[src/rtl/piso_shifter.sv]
// Parallel-in/serial-out shift register, LSB first, with a load handshake,
// a bit counter and a one-cycle completion pulse.
module piso_shifter #(
    parameter int WIDTH = 8
) (
    input  logic             clk,
    input  logic             rst,
    input  logic [WIDTH-1:0] d,
    input  logic             load_valid,
    output logic             load_ready,
    input  logic             si,
    input  logic             shift_en,
    output logic             q,
    output logic             q_valid,
    output logic             done,
    output logic [WIDTH-1:0] p
);

    localparam int CNT_W = $clog2(WIDTH + 1);

    typedef enum logic {
        IDLE  = 1'b0,
        SHIFT = 1'b1
    } state_t;

    state_t             state_q, state_d;
    logic [WIDTH-1:0]   sr_q, sr_d;
    logic [CNT_W-1:0]   cnt_q, cnt_d;
    logic               done_q, done_d;

    logic               load;
    logic               shift;
    logic [WIDTH-1:0]   sel_word;

    assign load  = (state_q == IDLE) && load_valid;
    assign shift = (state_q == SHIFT) && shift_en;

    // Per-bit 2:1 select: parallel data on load, otherwise the upper neighbour.
    for (genvar i = 0; i < WIDTH; i++) begin : g_sel
        if (i == WIDTH - 1) begin : g_msb
            assign sel_word[i] = load ? d[i] : si;
        end else begin : g_mid
            assign sel_word[i] = load ? d[i] : sr_q[i+1];
        end
    end

    always_ff @(posedge clk) begin
        if (rst) begin
            state_q <= IDLE;
            sr_q    <= '0;
            cnt_q   <= '0;
            done_q  <= 1'b0;
        end else begin
            state_q <= state_d;
            sr_q    <= sr_d;
            cnt_q   <= cnt_d;
            done_q  <= done_d;
        end
    end

    always_comb begin
        state_d = state_q;
        sr_d    = sr_q;
        cnt_d   = cnt_q;
        done_d  = 1'b0;
        if (load || shift) begin
            sr_d = sel_word;
        end
        case (state_q)
            IDLE: begin
                if (load_valid) begin
                    cnt_d   = CNT_W'(WIDTH);
                    state_d = SHIFT;
                end
            end
            SHIFT: begin
                if (shift_en) begin
                    cnt_d = cnt_q - CNT_W'(1);
                    // Leaving on the last decrement keeps cnt from underflowing.
                    if (cnt_q == CNT_W'(1)) begin
                        state_d = IDLE;
                        done_d  = 1'b1;
                    end
                end
            end
            default: state_d = IDLE;
        endcase
    end

    always_comb begin
        load_ready = (state_q == IDLE);
        q_valid    = (state_q == SHIFT);
        q          = sr_q[0];
        done       = done_q;
        p          = sr_q;
    end

endmodule

[config.mk]
export PLATFORM = sky130hd
export DESIGN_NAME = piso_shifter
export DESIGN_NICKNAME = d
export VERILOG_FILES = /design/src/rtl/piso_shifter.sv
export SDC_FILE = /design/constraint.sdc
export NUM_CORES = 1
export LEC_CHECK = 0
export ABC_AREA = 1
export BUFFER_PORTS_ARGS = -buffer_cell sky130_fd_sc_hd__buf_4
export CORE_AREA = 2 2 41 43
export CTS_CLUSTER_DIAMETER = 120
export CTS_CLUSTER_SIZE = 28
export DETAILED_ROUTE_END_ITERATION = 7
export DIE_AREA = 0 0 43 45
export GPL_TIMING_DRIVEN = 1
export PLACE_DENSITY = 0.74
export SLEW_MARGIN = 5
export SYNTH_ARGS = -nofsm -noshare
export SYNTH_HDL_FRONTEND = slang
export SYNTH_SLANG_ARGS = --single-unit
[constraint.sdc]
create_clock -name clk -period 1.48 [get_ports clk]
set_input_delay 0.148 -clock clk [delete_from_list [all_inputs] [get_ports clk]]
set_output_delay 0.148 -clock clk [all_outputs]
set_load 0.01 [all_outputs]
==> reports/metrics.cfg, run 1 <==
[clocking]
clock_sinks = 14
post_cts_buffers = 0
ctsResizeCount = 0
path_clk_slew_ps = 80
cts-buffers-inserted = 3
hold_buffers = 0
clock_latency_ps = 270
htreeDepth = 1
cts_tree = yes
cts_max_path_buffers = 2
root_buffer = clkbuf_4

[synthesis]
synth.distinct_cells = 24
synth_warnings = 0
synthCells = 82
synthesis.nets = 97
avgSynthCellArea_um2 = 8.06
ys_ff_latch = 14
yosysSeqAreaShare_pct = 42.4
syn-cell-area_um2 = 661

[global_routing]
grt_pass1_vias = 613
overflow = 0
grtUsageTotal_pct = 17.5
grt_max_degree = 13
antenna_found_initial = 0
grt_pass1_wl_um = 2530

[pwr]
ir_worst_vdd_v = 0.000534
power_density_nw_per_um2 = 942
leakagePower_nw = 0.402

[floorplan]
die-area_um2 = 1940
initial_core_util_pct = 44.9
placementRows = 14
core_area_um2 = 1470
io_pins = 25
die_h_um = 45
die_w_um = 43

[sta]
rsz0062_at_grt = false
fmax_mhz = 907
post-route-min-period_ps = 1100
relSlewSlack_pct = 86.9
drv_slew = 0
clock_skew_ps = 2.55
finalHoldViolations = 0
tns_ps = 0
holdWs_ps = 140
timing.final.crit_share_pct = 74.5
tightest_slew_ps = 197
final-setup-viol-count = 0

[layout]
fin_util_pct = 59.3
final_common_cell = buf_4
diodes = 0
final_cell_area_um2 = 872
stdcell_count = 123
nets = 124
drive_above_1_share_pct = 32.7
final_cell_mix = buf_4, nand2_1, dfxtp_1
fillers = 145
area_delta_synth_final_pct = 32.0

[setup_path]
end_kind = flop
worstReg2RegStart = cnt_q[0]$_SDFFE_PP0P_
worstSetupStartpoint = cnt_q[0]$_SDFFE_PP0P_
crit_chain = inv_1 > ha_1 > xnor2_1 > o22ai_2 > inv_1 > nor2_1
crit_type = flop to flop
required_ps = 1650
slowest_stage = dfxtp_1
path_max_fanout = 5
critPathMaxStageDelay_ps = 400
arrival_ps = 1270
critPathLaunchType = flop
path_common_cell = inv_1

[drt]
wirelength_um = 1430
antenna_left = 0
via_per_inst = 5.10
drt_iter0_markers = 9
vias = 627
wl_met3_um = 84
wl_per_cell_um = 11.7
drc = 0
wl_met2_um = 710
top_layer = met4
met1_length_um = 628
dr.pass1.iters = 4

[job]
maxCapViolations = 0

[place]
placed_area_um2 = 850
gp_congestion = 0.776
dpl.cell_count = 120
dpl.hpwl_um = 1090
io_buffers = 24

[worst_hold_path]
hold_class = input pin to flop
hp-start = rst

[status]
status = finished clean

==> per-layer routing <==
| layer | track usage [%] | up-vias |
|---|---|---|
| met5 | 0 | - |
| met4 | 9.09 | 0 |
| met3 | 2.40 | 2 |
| met2 | 31.2 | 17 |
| met1 | 20.6 | 288 |
| li1 | - | 320 |
==> sequential cells by signal, indices dropped and copies added (netlist names) <==
register / flops
q_valid: 1
p: 8
cnt_q: 4
done: 1
==> worst paths after layout <==
path | slack [ps] | cells after the start | to
max | 380 | 6 | cnt_q[2]$_SDFFE_PP0P_
min | 140 | 2 | cnt_q[2]$_SDFFE_PP0P_
max reg2reg | 380 | 6 | cnt_q[2]$_SDFFE_PP0P_
min reg2reg | 490 | 2 | p[3]$_SDFFE_PP0P_
==> critical path, delay by kind of cell, from the launching register on <==
| family | cells | cell delay [ps] |
|---|---|---|
| flops | 1 | 400 |
| buf+inv | 2 | 120 |
| fa+ha+maj | 1 | 200 |
| simple gates | 1 | 30 |
| xor+xnor | 1 | 180 |
| compound gates | 1 | 80 |
==> synthesized netlist by cell type <==
| cell | instances | area share (%) |
|---|---|---|
| nand2_4 | 1 | 1.7 |
| a21oi_2 | 1 | 1.3 |
| clkbuf_1 | 1 | 0.57 |
| a31oi_1 | 5 | 4.7 |
| nand2_1 | 23 | 13 |
| a21oi_1 | 4 | 3.0 |
| inv_1 | 8 | 4.5 |
| o22ai_2 | 1 | 1.9 |
| nand3_1 | 3 | 2.3 |
| o22ai_1 | 1 | 0.95 |
| inv_2 | 1 | 0.57 |
| clkinv_2 | 1 | 0.76 |
| buf_4 | 1 | 1.1 |
| o31ai_1 | 1 | 1.1 |
| o21ai_0 | 2 | 1.5 |
| nand2_8 | 2 | 6.1 |
| o221ai_1 | 1 | 1.3 |
| o21ai_1 | 2 | 1.5 |
| nor3_1 | 1 | 0.76 |
| xnor2_1 | 1 | 1.3 |
| dfxtp_1 | 14 | 42 |
| ha_1 | 2 | 3.8 |
| nor2_1 | 4 | 2.3 |
| inv_6 | 1 | 1.3 |
==> power by group <==
part / total, mW / internal (mW) / switching, mW / leakage [nW]
combinational: 0.191 / 0.0891 / 0.101 / 0.272
clock: 0.208 / 0.0941 / 0.113 / 0.0138
sequential: 0.423 / 0.403 / 0.0197 / 0.115
total: 0.821 / 0.586 / 0.235 / 0.402
==> metrics by stage <==
| step | worst slack, ps | total power [mW] |
|---|---|---|
| after floorplan | 389 | 0.544 |
| after global routing | 266 | 0.870 |
| after CTS | 372 | 0.829 |
| after detailed placement | 390 | 0.624 |
| final | 377 | 0.821 |
| after global placement | 441 | 0.618 |
==> cells by family (layout without fill, tap and decap cells) <==
group,count (synthesis),in the layout,share of synthesized area [%]
flops,14,14,42.4
simple gates,34,34,26.1
fa+ha+maj,2,2,3.79
xor+xnor,1,1,1.33
buf+inv,13,38,8.90
compound gates,18,18,17.4
==> layout make-up <==
| class | instances | area (um^2) | share of cell area, % |
|---|---|---|---|
| clock buffers | 3 | 22.5 | 2.58 |
| repair buffers | 24 | 180 | 20.7 |
| inverters | 11 | 47.5 | 5.45 |
| flip-flops and latches | 14 | 280 | 32.1 |
| multi-input cells | 55 | 322 | 36.9 |
| well taps | 16 | 20.0 | 2.30 |
Note: power is estimated with default switching activity, not from simulation.
==> inputs of run 2 (changes only) <==
--- a/config.mk
+++ b/config.mk
@@ -5,15 +5,15 @@
 export SDC_FILE = /design/constraint.sdc
 export NUM_CORES = 1
 export LEC_CHECK = 0
-export ABC_AREA = 1
+export ABC_AREA = 0
 export BUFFER_PORTS_ARGS = -buffer_cell sky130_fd_sc_hd__buf_4
-export CORE_AREA = 2 2 41 43
+export CORE_AREA = 2 2 43 45
 export CTS_CLUSTER_DIAMETER = 120
 export CTS_CLUSTER_SIZE = 28
 export DETAILED_ROUTE_END_ITERATION = 7
-export DIE_AREA = 0 0 43 45
+export DIE_AREA = 0 0 45 47
 export GPL_TIMING_DRIVEN = 1
-export PLACE_DENSITY = 0.74
+export PLACE_DENSITY = 0.68
 export SLEW_MARGIN = 5
 export SYNTH_ARGS = -nofsm -noshare
 export SYNTH_HDL_FRONTEND = slang
==> constraint.sdc (replaced) <==
create_clock -name clk -period 0.9 [get_ports clk]
set_input_delay 0.09 -clock clk [delete_from_list [all_inputs] [get_ports clk]]
set_output_delay 0.09 -clock clk [all_outputs]
set_load 0.01 [all_outputs]
==> reports/metrics.cfg, run 2 <==
[drt]
via_per_inst = 5.37  ; +5.3%
dr.pass1.iters = 4  ; unchanged
vias = 682  ; +8.8%
drt_iter0_markers = 12  ; +3
drc = 0  ; unchanged
wl_per_cell_um = 13.0  ; +11%
wirelength_um = 1650  ; +15%
antenna_left = 0  ; unchanged

[global_routing]
grtUsageTotal_pct = 17.1  ; -0.42 points
antenna_found_initial = 0  ; unchanged
overflow = 0  ; unchanged
grt_pass1_vias = 603  ; -1.6%
grt_max_degree = 15  ; +2
grt_pass1_wl_um = 2610  ; +3.0%

[sta]
setup_slack_ps = -231  ; -609 ps
final-setup-viol-count = 16  ; +16
rsz0062_at_grt = true
timing.final.crit_share_pct = 126  ; +51 points
fmax_mhz = 884  ; -2.5%
finalHoldViolations = 0  ; unchanged
clock_skew_ps = 10.7  ; +8.15 ps
drv_slew = 0  ; unchanged
post-route-min-period_ps = 1130  ; +28.6 ps
holdWs_ps = 72.7  ; -66.8 ps
tightest_slew_ps = 276  ; +78.9 ps
relSlewSlack_pct = 81.2  ; -5.6 points

[setup_path]
end_kind = flop
required_ps = 1120  ; -530 ps
crit_chain = or2_4 > or4_1 > a31oi_1
path_max_fanout = 2  ; -3
critPathMaxStageDelay_ps = 390  ; about the same
arrival_ps = 1350  ; +80 ps
cp_num_buf_inv = 0  ; -2
slowest_stage = or4_1
crit_type = flop to flop
critPathTopFamily = simple AND/OR/NAND/NOR gates
critPathLaunchType = flop

[clocking]
root_buffer = clkbuf_4
htreeDepth = 1  ; unchanged
cts-buffers-inserted = 3  ; unchanged
path_clk_slew_ps = 90  ; about the same
clock_sinks = 14  ; unchanged
cts_max_path_buffers = 2  ; unchanged
cts_tree = yes
clock_latency_ps = 280  ; about the same

[synthesis]
synth_top_area_cell = dfxtp_1
ys_ff_latch = 14  ; unchanged
yosys-top-cells-area = dfxtp_1, nand2_1, a21oi_1
synthCells = 73  ; -11%
synthArstFlopShare_pct = 0  ; unchanged
yosysSeqAreaShare_pct = 45.2  ; +2.7 points
synth_warnings = 0  ; unchanged
synth.distinct_cells = 24  ; unchanged
post-synth-top-count-cell = dfxtp_1
synth-edff-count = 0  ; unchanged
syn-cell-area_um2 = 621  ; -6.1%
synth_top_flop_cell = dfxtp_1
synthesis.nets = 88  ; -9.3%
synth_top_area_share_pct = 45.2  ; +2.7 points
avgSynthCellArea_um2 = 8.50  ; +5.5%
synthTopCellsByCount = dfxtp_1, nand2_1, a21oi_1

[status]
status = finished with violations
violations = setup timing

[layout]
nets = 126  ; +1.6%
final_common_cell = buf_4
area_delta_synth_final_pct = 66.9
largest_register_ffs = 8  ; unchanged
drive_above_1_share_pct = 60.9  ; +28 points
final_cell_mix = buf_4, nand2_1, dfxtp_2
fin_util_pct = 62.7  ; +3.5 points
diodes = 0  ; unchanged
stdcell_count = 127  ; +3.3%

[pwr]
total_power_mw = 1.52  ; +85%
power_density_nw_per_um2 = 1470  ; +56%
leakagePower_nw = 0.450  ; +12%
ir_worst_vdd_v = 0.00127  ; +140%

[floorplan]
io_pins = 25  ; unchanged
core_area_um2 = 1650  ; +12%
initial_core_util_pct = 37.6  ; -7.3 points
die-area_um2 = 2120  ; +9.3%
placementRows = 15  ; +1
die_w_um = 45  ; +4.7%
die_h_um = 47  ; +4.4%

[place]
pre_cts_ws_ps = -294  ; -684 ps
io_buffers = 24  ; unchanged
dpl.cell_count = 116  ; -3.3%
gp_congestion = 0.752  ; -3.1%
dpl.hpwl_um = 1140  ; +4.2%

[worst_hold_path]
hold_class = input pin to flop

[job]
maxCapViolations = 0  ; unchanged

[run 2: changes by cell type after synthesis, moves of 3 or more]
cell,before,now
a21oi_1,4,7
inv_1,8,4
a311oi_1,0,4
a22oi_1,0,4
a31oi_1,5,1
nand2_1,23,13
nand3_1,3,0
[run 2: logic make-up after synthesis]
family,after synthesis,share of synthesized area [%]
AND/OR/NAND/NOR,29,22.2
AO/OA/AOI/OAI,18,19.6
flip-flops,14,45.2
buffers and inverters,8,5.85
multiplexers,2,3.23
adder cells (fa/ha/maj),2,4.03
[run 2: metal layers]
layer / global-route usage, % / routed length, um / part of all wire, %
met1: 21.5 / 686 / 42
met2: 28.6 / 826 / 50
met3: 3.46 / 117 / 7.1
met4: 7.06 / 21 / 1.3
met5: 0 / 0 / 0
[run 2: path summary, 6_finish.rpt]
| path | start | endpoint | slack [ps] | cells after the start |
|---|---|---|---|---|
| hold reg to reg | p[5]$_SDFFE_PP0P_ | p[5]$_SDFFE_PP0P_ | 470 | 2 |
| setup reg to reg | cnt_q[0]$_SDFFE_PP0P_ | cnt_q[3]$_SDFFE_PP0P_ | -230 | 3 |
| setup / recovery | cnt_q[0]$_SDFFE_PP0P_ | cnt_q[3]$_SDFFE_PP0P_ | -230 | 3 |
| hold / removal | d[7] | p[7]$_SDFFE_PP0P_ | 70 | 3 |
[run 2: final cells by class]
class / count / area [um^2]
Fill cell: 141 / 616
Clock buffer: 4 / 36.3
Tap cell: 17 / 21.3
Sequential cell: 14 / 294
Inverter: 4 / 15.0
Multi-Input combinational cell: 52 / 388
Timing Repair Buffer: 36 / 282
[run 2: what timing repair did]
item                                    4_1_cts  5_1_grt
pin swaps                                    15        7
endpoints found under the setup margin       16       23
cloned                                        1        0
buffers inserted                              3        4
gates resized for setup                      15        8
hold buffers                                  0        0
[run 2: power by group]
part | internal (mW) | switching, mW | leakage (nW) | total [mW]
logic | 0.204 | 0.152 | 0.310 | 0.356
registers | 0.667 | 0.0433 | 0.119 | 0.710
clock network | 0.246 | 0.207 | 0.0210 | 0.453
[run 2: tightest hold or removal path, delay by kind of cell]
family	cells	cell delay [ps]
AO/OA/AOI/OAI	1	70
buffers and inverters	1	110
AND/OR/NAND/NOR	1	60
[run 2: metrics by stage]
step | cell area [um^2] | TNS [ps]
4_1_cts | 997 | -2370
5_1_grt | 1040 | -3260
3_3_place_gp | 885 | -1820
2_1_floorplan | 672 | -1370
6_report | 1040 | -2130
3_5_place_dp | 885 | -2090
